<file path="src/rtl/prf_busy_table_pkg.sv">
// Shared defines for the physical-register busy table: register count,
// lookup/wake port counts and the physical register number type.
package prf_busy_table_pkg;

  localparam int PRF_NUM         = 64;
  localparam int PRF_NUM_W       = $clog2(PRF_NUM);
  localparam int BUSY_RD_PORTS   = 10;
  localparam int BUSY_WAKE_PORTS = 4;
  localparam int BUSY_CNT_W      = PRF_NUM_W + 1;

  typedef logic [PRF_NUM_W-1:0] PRFNum;

endpackage

</file>
<file path="src/rtl/prf_busy_table_read.sv">
// busy_read_port: one source-operand lookup into the busy table.
// Optional macro BUSY_WAKE_BYPASS_EN: a wake for the looked-up register in
// the same cycle forces the result to "not busy" (zero-latency wakeup).
module busy_read_port
  import prf_busy_table_pkg::*;
#(
  parameter int PRF_NUM    = prf_busy_table_pkg::PRF_NUM,
  parameter int WAKE_PORTS = BUSY_WAKE_PORTS
) (
  input  logic [PRF_NUM-1:0]                        busy_q,
  input  logic [$clog2(PRF_NUM)-1:0]                rd_num,
  input  logic [WAKE_PORTS-1:0]                     wake_en,
  input  logic [WAKE_PORTS-1:0][$clog2(PRF_NUM)-1:0] wake_num,
  output logic                                      busy_o
);

`ifdef BUSY_WAKE_BYPASS_EN
  // Table lookup, cancelled by any same-cycle wake of the same register
  always_comb begin
    busy_o = busy_q[rd_num];
    for (int j = 0; j < WAKE_PORTS; j++) begin
      if (wake_en[j] && (wake_num[j] == rd_num)) begin
        busy_o = 1'b0;
      end
    end
  end
`else
  // Without bypass the wake inputs only matter through the registered table
  logic unused_wake;
  assign unused_wake = ^{wake_en, wake_num};

  // Plain table lookup; a wake shows up once the table register updates
  always_comb begin
    busy_o = busy_q[rd_num];
  end
`endif

endmodule

</file>
<file path="src/rtl/prf_busy_table.sv">
// prf_busy_table: one busy bit per physical register, set on rename
// allocation and cleared on wakeup, with a registered popcount.
// Optional macro BUSY_WAKE_BYPASS_EN enables same-cycle wake bypass on reads.
module prf_busy_table
  import prf_busy_table_pkg::*;
#(
  parameter int PRF_NUM  = prf_busy_table_pkg::PRF_NUM,
  parameter int RD_PORTS = BUSY_RD_PORTS
) (
  input  logic                                          clk,
  input  logic                                          rst,
  input  logic                                          flush,
  input  logic                                          alloc_en_0,
  input  logic                                          alloc_en_1,
  input  logic [$clog2(PRF_NUM)-1:0]                    alloc_num_0,
  input  logic [$clog2(PRF_NUM)-1:0]                    alloc_num_1,
  input  logic [BUSY_WAKE_PORTS-1:0]                    wake_en,
  input  logic [BUSY_WAKE_PORTS-1:0][$clog2(PRF_NUM)-1:0] wake_num,
  input  logic [RD_PORTS-1:0][$clog2(PRF_NUM)-1:0]      rd_num_l,
  input  logic [RD_PORTS-1:0][$clog2(PRF_NUM)-1:0]      rd_num_r,
  output logic [RD_PORTS-1:0]                           busyvec_l,
  output logic [RD_PORTS-1:0]                           busyvec_r,
  output logic [$clog2(PRF_NUM):0]                      busy_cnt
);

  localparam int CW = $clog2(PRF_NUM) + 1;

  logic [PRF_NUM-1:0] busy_q, busy_d;
  logic [CW-1:0]      cnt_q, cnt_d;
  logic [CW-1:0]      riseCnt, fallCnt;

  // Next table state: wakes clear, allocations set afterwards so they win,
  // flush wipes everything, and register 0 is pinned to not-busy
  always_comb begin
    busy_d = busy_q;
    for (int j = 0; j < BUSY_WAKE_PORTS; j++) begin
      if (wake_en[j]) begin
        busy_d[wake_num[j]] = 1'b0;
      end
    end
    if (alloc_en_0 && (alloc_num_0 != '0)) begin
      busy_d[alloc_num_0] = 1'b1;
    end
    if (alloc_en_1 && (alloc_num_1 != '0)) begin
      busy_d[alloc_num_1] = 1'b1;
    end
    if (flush) begin
      busy_d = '0;
    end
    busy_d[0] = 1'b0;
  end

  // Incremental count update from the 0->1 and 1->0 transitions of this cycle
  always_comb begin
    riseCnt = '0;
    fallCnt = '0;
    for (int i = 0; i < PRF_NUM; i++) begin
      riseCnt = riseCnt + {{(CW-1){1'b0}}, ( busy_d[i] & ~busy_q[i])};
      fallCnt = fallCnt + {{(CW-1){1'b0}}, (~busy_d[i] &  busy_q[i])};
    end
    cnt_d = cnt_q + riseCnt - fallCnt;
  end

  // Table and count registers; reset overrides every other input
  always_ff @(posedge clk) begin
    if (rst) begin
      busy_q <= '0;
      cnt_q  <= '0;
    end else begin
      busy_q <= busy_d;
      cnt_q  <= cnt_d;
    end
  end

  assign busy_cnt = cnt_q;

  // One lookup instance per source-operand port on each side
  for (genvar p = 0; p < RD_PORTS; p++) begin : g_rd
    busy_read_port #(
      .PRF_NUM    (PRF_NUM),
      .WAKE_PORTS (BUSY_WAKE_PORTS)
    ) u_rd_l (
      .busy_q   (busy_q),
      .rd_num   (rd_num_l[p]),
      .wake_en  (wake_en),
      .wake_num (wake_num),
      .busy_o   (busyvec_l[p])
    );

    busy_read_port #(
      .PRF_NUM    (PRF_NUM),
      .WAKE_PORTS (BUSY_WAKE_PORTS)
    ) u_rd_r (
      .busy_q   (busy_q),
      .rd_num   (rd_num_r[p]),
      .wake_en  (wake_en),
      .wake_num (wake_num),
      .busy_o   (busyvec_r[p])
    );
  end

endmodule

</file>
<file path="config.mk">
export PLATFORM = sky130hd
export DESIGN_NAME = prf_busy_table
export DESIGN_NICKNAME = d
export VERILOG_FILES = /design/src/rtl/prf_busy_table_pkg.sv /design/src/rtl/prf_busy_table_read.sv /design/src/rtl/prf_busy_table.sv
export SDC_FILE = /design/constraint.sdc
export NUM_CORES = 1
export LEC_CHECK = 0
export CORE_MARGIN = 2
export CORE_UTILIZATION = 45
export DETAILED_ROUTE_END_ITERATION = 8
export PLACE_DENSITY = 0.66
export SLEW_MARGIN = 25
export SYNTH_ARGS = -nofsm -noshare
export SYNTH_HDL_FRONTEND = slang
export SYNTH_SLANG_ARGS = --single-unit
</file>
<file path="constraint.sdc">
create_clock -name clk -period 12.8 [get_ports clk]
set_clock_uncertainty 0.2 [all_clocks]
set_input_delay 1.92 -clock clk [delete_from_list [all_inputs] [get_ports clk]]
set_output_delay 1.92 -clock clk [all_outputs]
set_load 0.02 [all_outputs]
</file>
# Word-level counts from Yosys, hierarchy flattened
# Cells that the tools add are included.
[classes] n_lt_le_gt_ge=32 n_bitwise=262 mux=59 addsub=127 reduce_logical=10
[ops] op="adder 7 x 1 -> 7 bit" count=113
[ops] op="two-way mux 64 bit" count=7
[ops] op="bitwise AND 64 bit" count=4
[ops] op="NOT 64 bit" count=4
[ops] op="< comparator 6 x 7 -> 1 bit, second input constant" count=26
[ops] op="bitwise OR 64 bit" count=2
[ops] op="bitwise AND 1 bit" count=126
[ops] op="NOT 1 bit" count=126
[ops] op="binary-select mux 1 bit (select 6 bit)" count=20
[ops] op="demux 1 bit (select 6 bit)" count=6
[ops] op=">= comparator 6 x 1 -> 1 bit, second input constant" count=6
[ops] op="two-way mux 1 bit" count=26
[ops] op="adder 6 x 1 -> 7 bit" count=2
[ops] op="adder 5 x 1 -> 6 bit" count=2
[ops] op="nonzero test 6 bit" count=2
[ops] op="adder 4 x 1 -> 5 bit" count=2
[ops] op="adder 3 x 1 -> 4 bit" count=2
[ops] op="logical AND 1 bit" count=8
[ops] op="adder 7 bit" count=1
[ops] op="subtractor 7 bit" count=1
[ops] op="adder 2 x 1 -> 3 bit" count=2
[ops] op="adder 1 x 1 -> 2 bit" count=2
[totals] elab_cells=493 input_bits=165 out_inout_bits=27 register_bits=71

# Depth between registers and ports, before layout
# Gate-level depths: netlist of run 1.
[logic_depth] word_depth=84 mapped_depth=33 ltp_nobuf=31

# Cells and area by module
# From an unflattened synthesis of run 1, not the netlist that was laid out.
[unflattened] hier_cells=2383 hier_area_um2=21734.6
[by_module_without_submodules] module="busy_read_port" area_each_um2=600.6 cells_each=62 instances=20 seq_area_each_um2=0.0
[by_module_without_submodules] module="prf_busy_table" area_each_um2=9723.1 cells_each=1143 instances=1 seq_area_each_um2=1401.3

# Worst setup path before layout of run 1
# No wires, ideal clock.
[synth_timing] path_type="input port to flip-flop" from="input port wake_num[16] in the netlist's numbering" to="register cnt_q[5] (netlist: busy_cnt[5])" stages=30 n_path_buf=2 setup_ns=0.128 required_time_ns=12.472 setup_slack_ns=3.079 arrival_ns=9.393 path_cell_list="buf_2 > and3b_1 > buf_2 > and4b_1 > a221oi_1 > a31oi_1 > or3_1 > fa_1 > fa_1 > inv_1 > fa_1 > fa_1 > inv_1 > fa_1 > fa_1 > fa_1 > inv_1 > fa_1 > fa_1 > inv_1 > fa_1 > inv_1 > ha_1 > inv_1 > fa_1 > inv_1 > a21o_1 > a21oi_1 > xor2_1 > nor2_1"
[synth_via] elab_chain_cells=80 elab_cells_between_ends=331 classes_between="127 x add/sub; 2 x order compare; 7 x mux; 194 x bitwise; 1 x reduce/logical"
[synth_rtl] element="start, declared" line_no="prf_busy_table.sv:18" source="input logic [BUSY_WAKE_PORTS-1:0][$clog2(PRF_NUM)-1:0] wake_num,"
[synth_rtl] element="< comparator 6 x 7 -> 1 bit (implied by the code) / >= comparator 6 x 1 -> 1 bit (equally long branches)" line_no="prf_busy_table.sv:38" source="busy_d[wake_num[j]] = 1'b0;"
[synth_rtl] element="logical AND 1 bit (implied by the code)" line_no="prf_busy_table.sv:38"
[synth_rtl] element="two-way mux 1 bit (implied by the code)" line_no="prf_busy_table.sv:38"
[synth_rtl] element="demux 1 bit (select 6 bit) *" line_no="prf_busy_table.sv:38"
[synth_rtl] element="NOT 64 bit (no source line) *"
[synth_rtl] element="bitwise AND 64 bit (no source line) *"
[synth_rtl] element="two-way mux 64 bit *" line_no="prf_busy_table.sv:37" source="if (wake_en[j]) begin"
[synth_rtl] element="bitwise AND 64 bit (no source line)"
[synth_rtl] element="(+8 left out)"
[synth_rtl] element="adder 1 x 1 -> 2 bit" line_no="prf_busy_table.sv:59" source="fallCnt = fallCnt + {{(CW-1){1'b0}}, (~busy_d[i] & busy_q[i])};"
[synth_rtl] element="adder 2 x 1 -> 3 bit" line_no="prf_busy_table.sv:59"
[synth_rtl] element="adder 3 x 1 -> 4 bit" line_no="prf_busy_table.sv:59"
[synth_rtl] element="adder 4 x 1 -> 5 bit" line_no="prf_busy_table.sv:59"
[synth_rtl] element="adder 5 x 1 -> 6 bit" line_no="prf_busy_table.sv:59"
[synth_rtl] element="adder 6 x 1 -> 7 bit" line_no="prf_busy_table.sv:59"
[synth_rtl] element="adder 7 x 1 -> 7 bit (57 in a row)" line_no="prf_busy_table.sv:59"
[synth_rtl] element="subtractor 7 bit *" line_no="prf_busy_table.sv:61" source="cnt_d = cnt_q + riseCnt - fallCnt;"
[synth_rtl] element="end signal, assigned" line_no="prf_busy_table.sv:71" source="cnt_q <= cnt_d;"
[synth_rtl] element="end, declared" line_no="prf_busy_table.sv:29" source="logic [CW-1:0] cnt_q, cnt_d;"
# Every way passes the cells marked *; elsewhere a longest branch is shown, timed or not.
# A chain may end at the register's enable or synchronous reset.

# Final worst setup path of run 1
[layout_timing] from="input port alloc_num_0[1]" to="register cnt_q[6] (netlist: busy_cnt[6])"
[layout_via] elab_chain_cells=75 elab_cells_between_ends=328 classes_between="127 x add/sub; 2 x order compare; 5 x mux; 191 x bitwise; 3 x reduce/logical"
[layout_rtl] element="start, declared" line_no="prf_busy_table.sv:15" source="input logic [$clog2(PRF_NUM)-1:0] alloc_num_0,"
[layout_rtl] element="< comparator 6 x 7 -> 1 bit (implied by the code) / >= comparator 6 x 1 -> 1 bit (equally long branches)" line_no="prf_busy_table.sv:42" source="busy_d[alloc_num_0] = 1'b1;"
[layout_rtl] element="logical AND 1 bit (implied by the code)" line_no="prf_busy_table.sv:42"
[layout_rtl] element="two-way mux 1 bit (implied by the code)" line_no="prf_busy_table.sv:42"
[layout_rtl] element="demux 1 bit (select 6 bit)" line_no="prf_busy_table.sv:42"
[layout_rtl] element="bitwise OR 64 bit (no source line)"
[layout_rtl] element="two-way mux 64 bit *" line_no="prf_busy_table.sv:41" source="if (alloc_en_0 && (alloc_num_0 != '0)) begin"
[layout_rtl] element="bitwise OR 64 bit (no source line)"
[layout_rtl] element="two-way mux 64 bit *" line_no="prf_busy_table.sv:44" source="if (alloc_en_1 && (alloc_num_1 != '0)) begin"
[layout_rtl] element="(+3 left out)"
[layout_rtl] element="adder 1 x 1 -> 2 bit" line_no="prf_busy_table.sv:59"
[layout_rtl] element="adder 2 x 1 -> 3 bit" line_no="prf_busy_table.sv:59"
[layout_rtl] element="adder 3 x 1 -> 4 bit" line_no="prf_busy_table.sv:59"
[layout_rtl] element="adder 4 x 1 -> 5 bit" line_no="prf_busy_table.sv:59"
[layout_rtl] element="adder 5 x 1 -> 6 bit" line_no="prf_busy_table.sv:59"
[layout_rtl] element="adder 6 x 1 -> 7 bit" line_no="prf_busy_table.sv:59"
[layout_rtl] element="adder 7 x 1 -> 7 bit (57 in a row)" line_no="prf_busy_table.sv:59"
[layout_rtl] element="subtractor 7 bit *" line_no="prf_busy_table.sv:61"
# Marked as above.

==> impl_results.md, run 1 <==
* Sequential area share after synthesis at 0.0665
* Vias in the first global route at about 20000
* PostCTS Resize Cnt at 0
* Hold Startpoint: busy_q[50]
* CP max FO at 11
* Max clock buf depth at 2
* Port bufs at between 150 and 200
* Post-route ant nets at 0
* Distinct cell type count after synthesis at 67
* Required time of the critical path at 12.81 ns
* Worst-Skew Late Latency at 0.36 ns
* Drt wl/cell at 34.3 um
* Die Y at 220 um
* #FFs+latches synth at 70
* Total Power at 0.00189 W
* Critical Path Most Common Cell: fa_1
* Worst path buffer plus inverter count at 4
* Ys async rst share at 0
* H-tree levels at 3
* Register-to-Register Path Depth at 22
* Worst Hold End: busy_q[50]
* Sequential cell area at 0.00141 mm^2
* CP Capture Type: flop
* Type of origin of the critical path: input port
* RSZ-0062 raised after global routing: no
* Std-Cell Rows at 79
* Critical Path Max Stage Delay at 0.73 ns
* Drt total wl at 93600 um
* Die area at 0.0486 mm^2
* Top Family by Delay on Critical Path: adder cells
* Power per standard cell area at 81.8 mW/mm^2
* Clk root buf: clkbuf_16
* Antenna violations before repair at 5
* Reg clk slew, reported paths at about 0.07 ns
* Placed cell area at 0.0228 mm^2
* Fmax at 0.0930 GHz
* Post CTS Setup Buffer Count at 0
* Syn Inst Count at ~2200
* First-pass GRT wire length at 138000 um
* Status: finished clean
* Syn_area_per_cell at 9.64 um^2
* DRT Pass-1 Iters at 7
* Initial core utilization at 0.455
* Final period utilization at 0.840
* Worst Hold Class: reg -> reg
* Via density at 7.58
* Final Cell Area at 0.0231 mm^2
* Clock Sinks at 70
* Hold Worst Slack at just over 0.4 ns
* Final setup margin at 2.05 ns
* Critical-path top delay cell: clkdlybuf4s50_1
* Area taken by multi-input logic gates at 0.0176 mm^2
* Relative slew margins at 0.279
* DRC Markers at 0
* Ports at about 190
* Fill cells at 4231
* Reg2Reg Capture Point: busy_cnt[6]
* Least-Margin Pin Slew at 1.08 ns
* Post-synth EDFFs at 0
* Final setup viols at 0
* TNS Setup at 0 ns
* Core ar. at 0.0464 mm^2
* Largest net degree at the start of global routing at 71
* Most used DFF post-synth: dfxtp_1
* Final Hold Fails at 0
* R2R setup slack at roughly 4.2 ns
* Max Slew Vio Count at 0
* Cts bufs inserted at 9
* GRT Overall Usage at 0.388
* Hold Path Depth at 3
* CTS tree: done
* Post-Syn Nets at 2499
* Die W at ~220 um
* Syn. warnings at 0
* Max-Cap Viols at 0
* Leak pwr at between 8 and 9 nW
* FF-to-FF Start: busy_q[44]
* Synth Cell Area at roughly 0.021 mm^2
* Layout cell share with drive strength beyond 1 at 0.213
* Critical Path AT at 10.77 ns
* IR drop worst, VDD at approximately 0.00035 V
* Hold buffers post-CTS at 0
* Min cycle time layout at 10.75 ns
* Gpl congestion at between 1 and 1.5
* Global route overflow at 0
* Vias post-DR at 20700
* Critical path class: in -> reg
* DP HPWL at between 60000 and 70000 um
* Iteration-0 DRC Markers at 3480
* Total Nets Final at 2428
* Syn-to-layout area delta at 9.40%
* Setup WS pre-CTS at 1.75 ns
[tightest hold or removal path: stages, from the launching register on]
cell	delay, ns
dfxtp_1	0.31
nand3_1	0.07
a21oi_1	0.07
nor2b_1	0.12
[cells in the final DEF, fill, tap and decap left out, types with 13 or more instances in the layout]
cell type / count
a221oi_1: 13
clkdlybuf4s50_1: 182
nor2b_1: 76
and3b_1: 17
a22oi_1: 174
nor3b_1: 15
mux2i_1: 150
ha_1: 26
nor2_1: 57
o21ai_0: 14
buf_4: 82
nand3_1: 103
nand2_1: 52
nor3_1: 51
a21oi_1: 93
nand2b_1: 34
nor4b_1: 16
nand3b_1: 32
or3_1: 38
fa_1: 121
dfxtp_1: 64
nor3b_2: 22
and4b_1: 13
mux4_2: 271
mux2_2: 30
a21o_1: 17
o22ai_1: 14
inv_1: 144
[sequential cells by signal (all words and copies together), names as in the netlist]
name,count
busy_q,63
busy_cnt,7
[cell usage after synthesis, types with 8 or more instances]
| cell | instances | share of area |
|---|---|---|
| buf_4 | 38 | 0.014 |
| buf_2 | 81 | 0.019 |
| mux2i_1 | 150 | 0.071 |
| dfxtp_1 | 70 | 0.066 |
| fa_1 | 121 | 0.11 |
| mux4_2 | 271 | 0.29 |
| or3_1 | 38 | 0.011 |
| nor4bb_1 | 17 | 0.0081 |
| nand2_1 | 52 | 0.0093 |
| nor3b_2 | 22 | 0.013 |
| nor2b_1 | 76 | 0.023 |
| nor3b_1 | 15 | 0.0053 |
| nand3b_1 | 32 | 0.011 |
| nor4b_1 | 16 | 0.0066 |
| o21ai_0 | 14 | 0.0033 |
| and4b_1 | 13 | 0.0062 |
| o22ai_1 | 14 | 0.0042 |
| nand2b_1 | 34 | 0.010 |
| nor2_1 | 57 | 0.010 |
| o2111ai_1 | 11 | 0.0046 |
| clkbuf_1 | 223 | 0.040 |
| o21a_1 | 9 | 0.0032 |
| a21oi_1 | 93 | 0.022 |
| nor3_1 | 51 | 0.012 |
| and2_1 | 8 | 0.0024 |
| mux2_2 | 30 | 0.016 |
| a211oi_1 | 9 | 0.0032 |
| nand3_1 | 103 | 0.024 |
| a21o_1 | 17 | 0.0061 |
| nand4b_1 | 10 | 0.0042 |
| and3b_1 | 17 | 0.0071 |
| ha_1 | 26 | 0.015 |
| a22oi_1 | 174 | 0.062 |
| inv_1 | 144 | 0.026 |
| a221oi_1 | 13 | 0.0054 |
[how the worst max path moves through the flow]
stage	startpoint	to	slack, ns	cells past startpoint
floorplan	wake_num[16]	busy_cnt[5]	3.08	30
global placement	wake_num[13]	busy_cnt[5]	1.41	28
detailed placement	alloc_num_0[1]	busy_cnt[5]	1.75	30
CTS	alloc_num_0[1]	busy_cnt[5]	2.10	30
global route	alloc_num_0[1]	busy_cnt[5]	1.64	30
finish	alloc_num_0[1]	busy_cnt[6]	2.05	25
[routing by layer]
metal / vias up / track usage / part of all wire
met3: 476 / 0.104 / 0.14
li1: 8187 / - / -
met4: 0 / 0.251 / 0.080
met5: - / 0 / 0
met1: 10120 / 0.497 / 0.35
met2: 1917 / 0.581 / 0.43
[where the power goes]
| group | total, W | internal [W] | switching, W |
|---|---|---|---|
| Clock | 0.000273 | 0.000154 | 0.000119 |
| Combinational | 0.00136 | 0.000614 | 0.000744 |
| Sequential | 0.000254 | 0.000240 | 0.0000136 |
| Total | 0.00189 | 0.00101 | 0.000877 |
[metrics by stage]
step                      utilization  instances
final                           0.497       2730
after detailed placement        0.491       2712
after floorplan                     -       2187
after global routing            0.497       2730
after global placement          0.491       2711
after CTS                       0.498       2728
[layout make-up]
class | count | area share
multi-input combinational | 1618 | 0.761
clock inverter | 7 | 0.00353
sequential | 70 | 0.0611
tap | 607 | 0.0329
clock buffer | 9 | 0.00977
antenna | 2 | 0.000217
timing repair buffer | 273 | 0.108
inverter | 144 | 0.0234
[cell families after synthesis]
| logic type | synth area share |
|---|---|
| and+or+nand+nor | 0.177 |
| buffers and inverters | 0.103 |
| muxes | 0.381 |
| AOI/OAI and AO/OA | 0.138 |
| adders and majority gates | 0.130 |
| DFF | 0.0665 |
| xor gates and xnor gates | 0.00416 |
Note: power is estimated with default switching activity, not from simulation.
==> run 2, diff against run 1 <==
Settings changed: PLACE_DENSITY 0.66 to 0.68.
Clock period 12.8 ns to 9.2 ns, I/O delays scaled along.
==> impl_results.md, run 2 (synthesis results as in run 1) <==
* Critical Path AT at between 9 and 10 ns
* DP HPWL at around 67000 um
* Critical path class: in -> reg
* Type of origin of the critical path: input port
* Total Power at 0.00315 W
* Min cycle time layout at between 9 and 10 ns
* Std-Cell Rows at just under 80
* RSZ-0062 raised after global routing: yes
* CP Capture Type: flop
* Reg clk slew, reported paths at 0.08 ns
* Max Slew Vio Count at 0
* Initial core utilization at 0.455
* Status: finished clean
* Fmax at around 0.11 GHz
* Most frequent cells in the layout: buf_4, mux4_2, a22oi_1
* Via density at ~7.3
* Logic pwr share at 0.770
* Required time of the critical path at 9.21 ns
* Final Hold Fails at 0
* Most flops, register: busy_q
* Gpl congestion at roughly 1.1
* Post-route ant nets at 0
* Switch share at 0.442
* Global route overflow at 0
* Iteration-0 DRC Markers at 3424
* Relative slew margins at 0.367
* CTS tree: done
* H-tree levels at 3
* P_sw at 0.00140 W
* Most common cell after layout, fill and taps aside: buf_4
* Core ar. at roughly 0.046 mm^2
* Largest net degree at the start of global routing at 71
* Drt wl/cell at around 32 um
* Cts bufs inserted at 9
* Total Nets Final at 2732
* Flop pwr share at 0.112
* Hold buffers post-CTS at 0
* Clk root buf: clkbuf_16
* Leak pwr at 9.86 nW
* Drt total wl at 98000 um
* First-pass GRT wire length at between 100000 and 150000 um
* GRT Overall Usage at 0.400
* Vias in the first global route at 22047
* Int Power at 0.00176 W
* Power per standard cell area at 121 mW/mm^2
* Worst-Skew Late Latency at 0.37 ns
* Worst Hold Class: reg -> reg
* Clock network power share at 0.118
* Non-Filler Instances at 3035
* Layout cell share with drive strength beyond 1 at 0.377
* Hold Worst Slack at 0.436 ns
* Final period utilization at 0.996
* DP Cell Count at 2967
* Antenna violations before repair at 6
* Number of flip-flops in the largest register at 63
* Vias post-DR at approximately 22000
* Syn-to-layout area delta at 23.9%
* Max clock buf depth at 2
* Max-Cap Viols at 0
* Least-Margin Pin Slew at 0.947 ns
* Die Y at between 200 and 250 um
* DRT Pass-1 Iters at 7
* Ports at 192
* Final setup viols at 0
* CP max FO at 6
* Clock Sinks at 70
* Die W at 220 um
* Port bufs at ~190
* Die area at just under 0.05 mm^2
* DRC Markers at 0
* IR drop worst, VDD at between 0.0004 and 0.0005 V
* TNS Setup at 0 ns
## run 2: cell types whose count changed in the layout (fill, tap and decap cells not counted), moves of 16 or more
cell and delta:
a21oi_1 -16, a22oi_1 -22, a22oi_2 +22, buf_4 +274
buf_6 +22, clkbuf_2 +17, clkdlybuf4s50_1 -39, fa_1 -35
fa_2 +35, inv_1 -21, inv_2 +21
## run 2: through the flow
stage | utilization | cell area, um^2 | setup slack, ns
final | 0.563 | 26100 | 0.0338
after global routing | 0.563 | 26100 | -0.122
after CTS | 0.553 | 25600 | 0.00323
after detailed placement | 0.533 | 24700 | -0.982
after global placement | 0.533 | 24700 | -0.916
after floorplan | - | 21100 | 0.0192
## run 2: final cells by class
| type | count | area, um^2 |
|---|---|---|
| Fill cell | 3984 | 20200 |
| Multi-Input combinational cell | 1618 | 18200 |
| Timing Repair Buffer | 577 | 4880 |
| Sequential cell | 70 | 1400 |
| Tap cell | 607 | 759 |
| Inverter | 144 | 541 |
| Clock buffer | 9 | 225 |
| Clock inverter | 7 | 75.1 |
| Antenna cell | 3 | 7.51 |
## run 2: power by group through the flow
stage / clock (W) / sequential (W) / combinational (W)
2_1_floorplan: 0 / 0.000366 / 0.00144
3_3_place_gp: 0 / 0.000362 / 0.00211
3_5_place_dp: 0 / 0.000361 / 0.00216
4_1_cts: 0.000369 / 0.000355 / 0.00232
5_1_grt: 0.000381 / 0.000356 / 0.00271
6_report: 0.000373 / 0.000354 / 0.00243
## run 2: repair_timing
action	4_1_cts	5_1_grt
resized for setup	153	140
pin swaps	80	93
cloned	1	0
setup endpoints to repair	5	5
buffers inserted	26	28
## run 2: worst paths after layout
check | cells past startpoint | end | from | slack, ns
setup / recovery | 28 | busy_cnt[5] | wake_num[3] | 0.03
hold / removal | 3 | busy_q[52] | busy_q[52] | 0.44
setup reg to reg | 26 | busy_cnt[5] | busy_q[2] | 1.19
hold reg to reg | 3 | busy_q[52] | busy_q[52] | 0.44
## run 2: layer usage
metal	track usage	up-vias	routed length, um
li1	-	8800	-
met1	0.499	10796	33300
met2	0.599	2079	42400
met3	0.127	558	14300
met4	0.255	4	7990
met5	0	-	57
## run 2: critical path, stage by stage
cell and delay, ns:
clkdlybuf4s15_1 0.29, buf_4 0.22, and3b_1 0.26, a22oi_2 0.27, nand3_1 0.10, a21o_1 0.23
and2_1 0.19, fa_1 0.56, fa_2 0.46, fa_1 0.57, inv_2 0.04, fa_2 0.55
fa_2 0.45, fa_2 0.42, fa_2 0.59, fa_2 0.45, fa_1 0.54, inv_2 0.04
fa_1 0.44, inv_1 0.07, ha_2 0.18, inv_2 0.05, fa_2 0.36, inv_1 0.06
a21o_1 0.12, a21oi_2 0.05, xor2_1 0.15, nor2_1 0.05
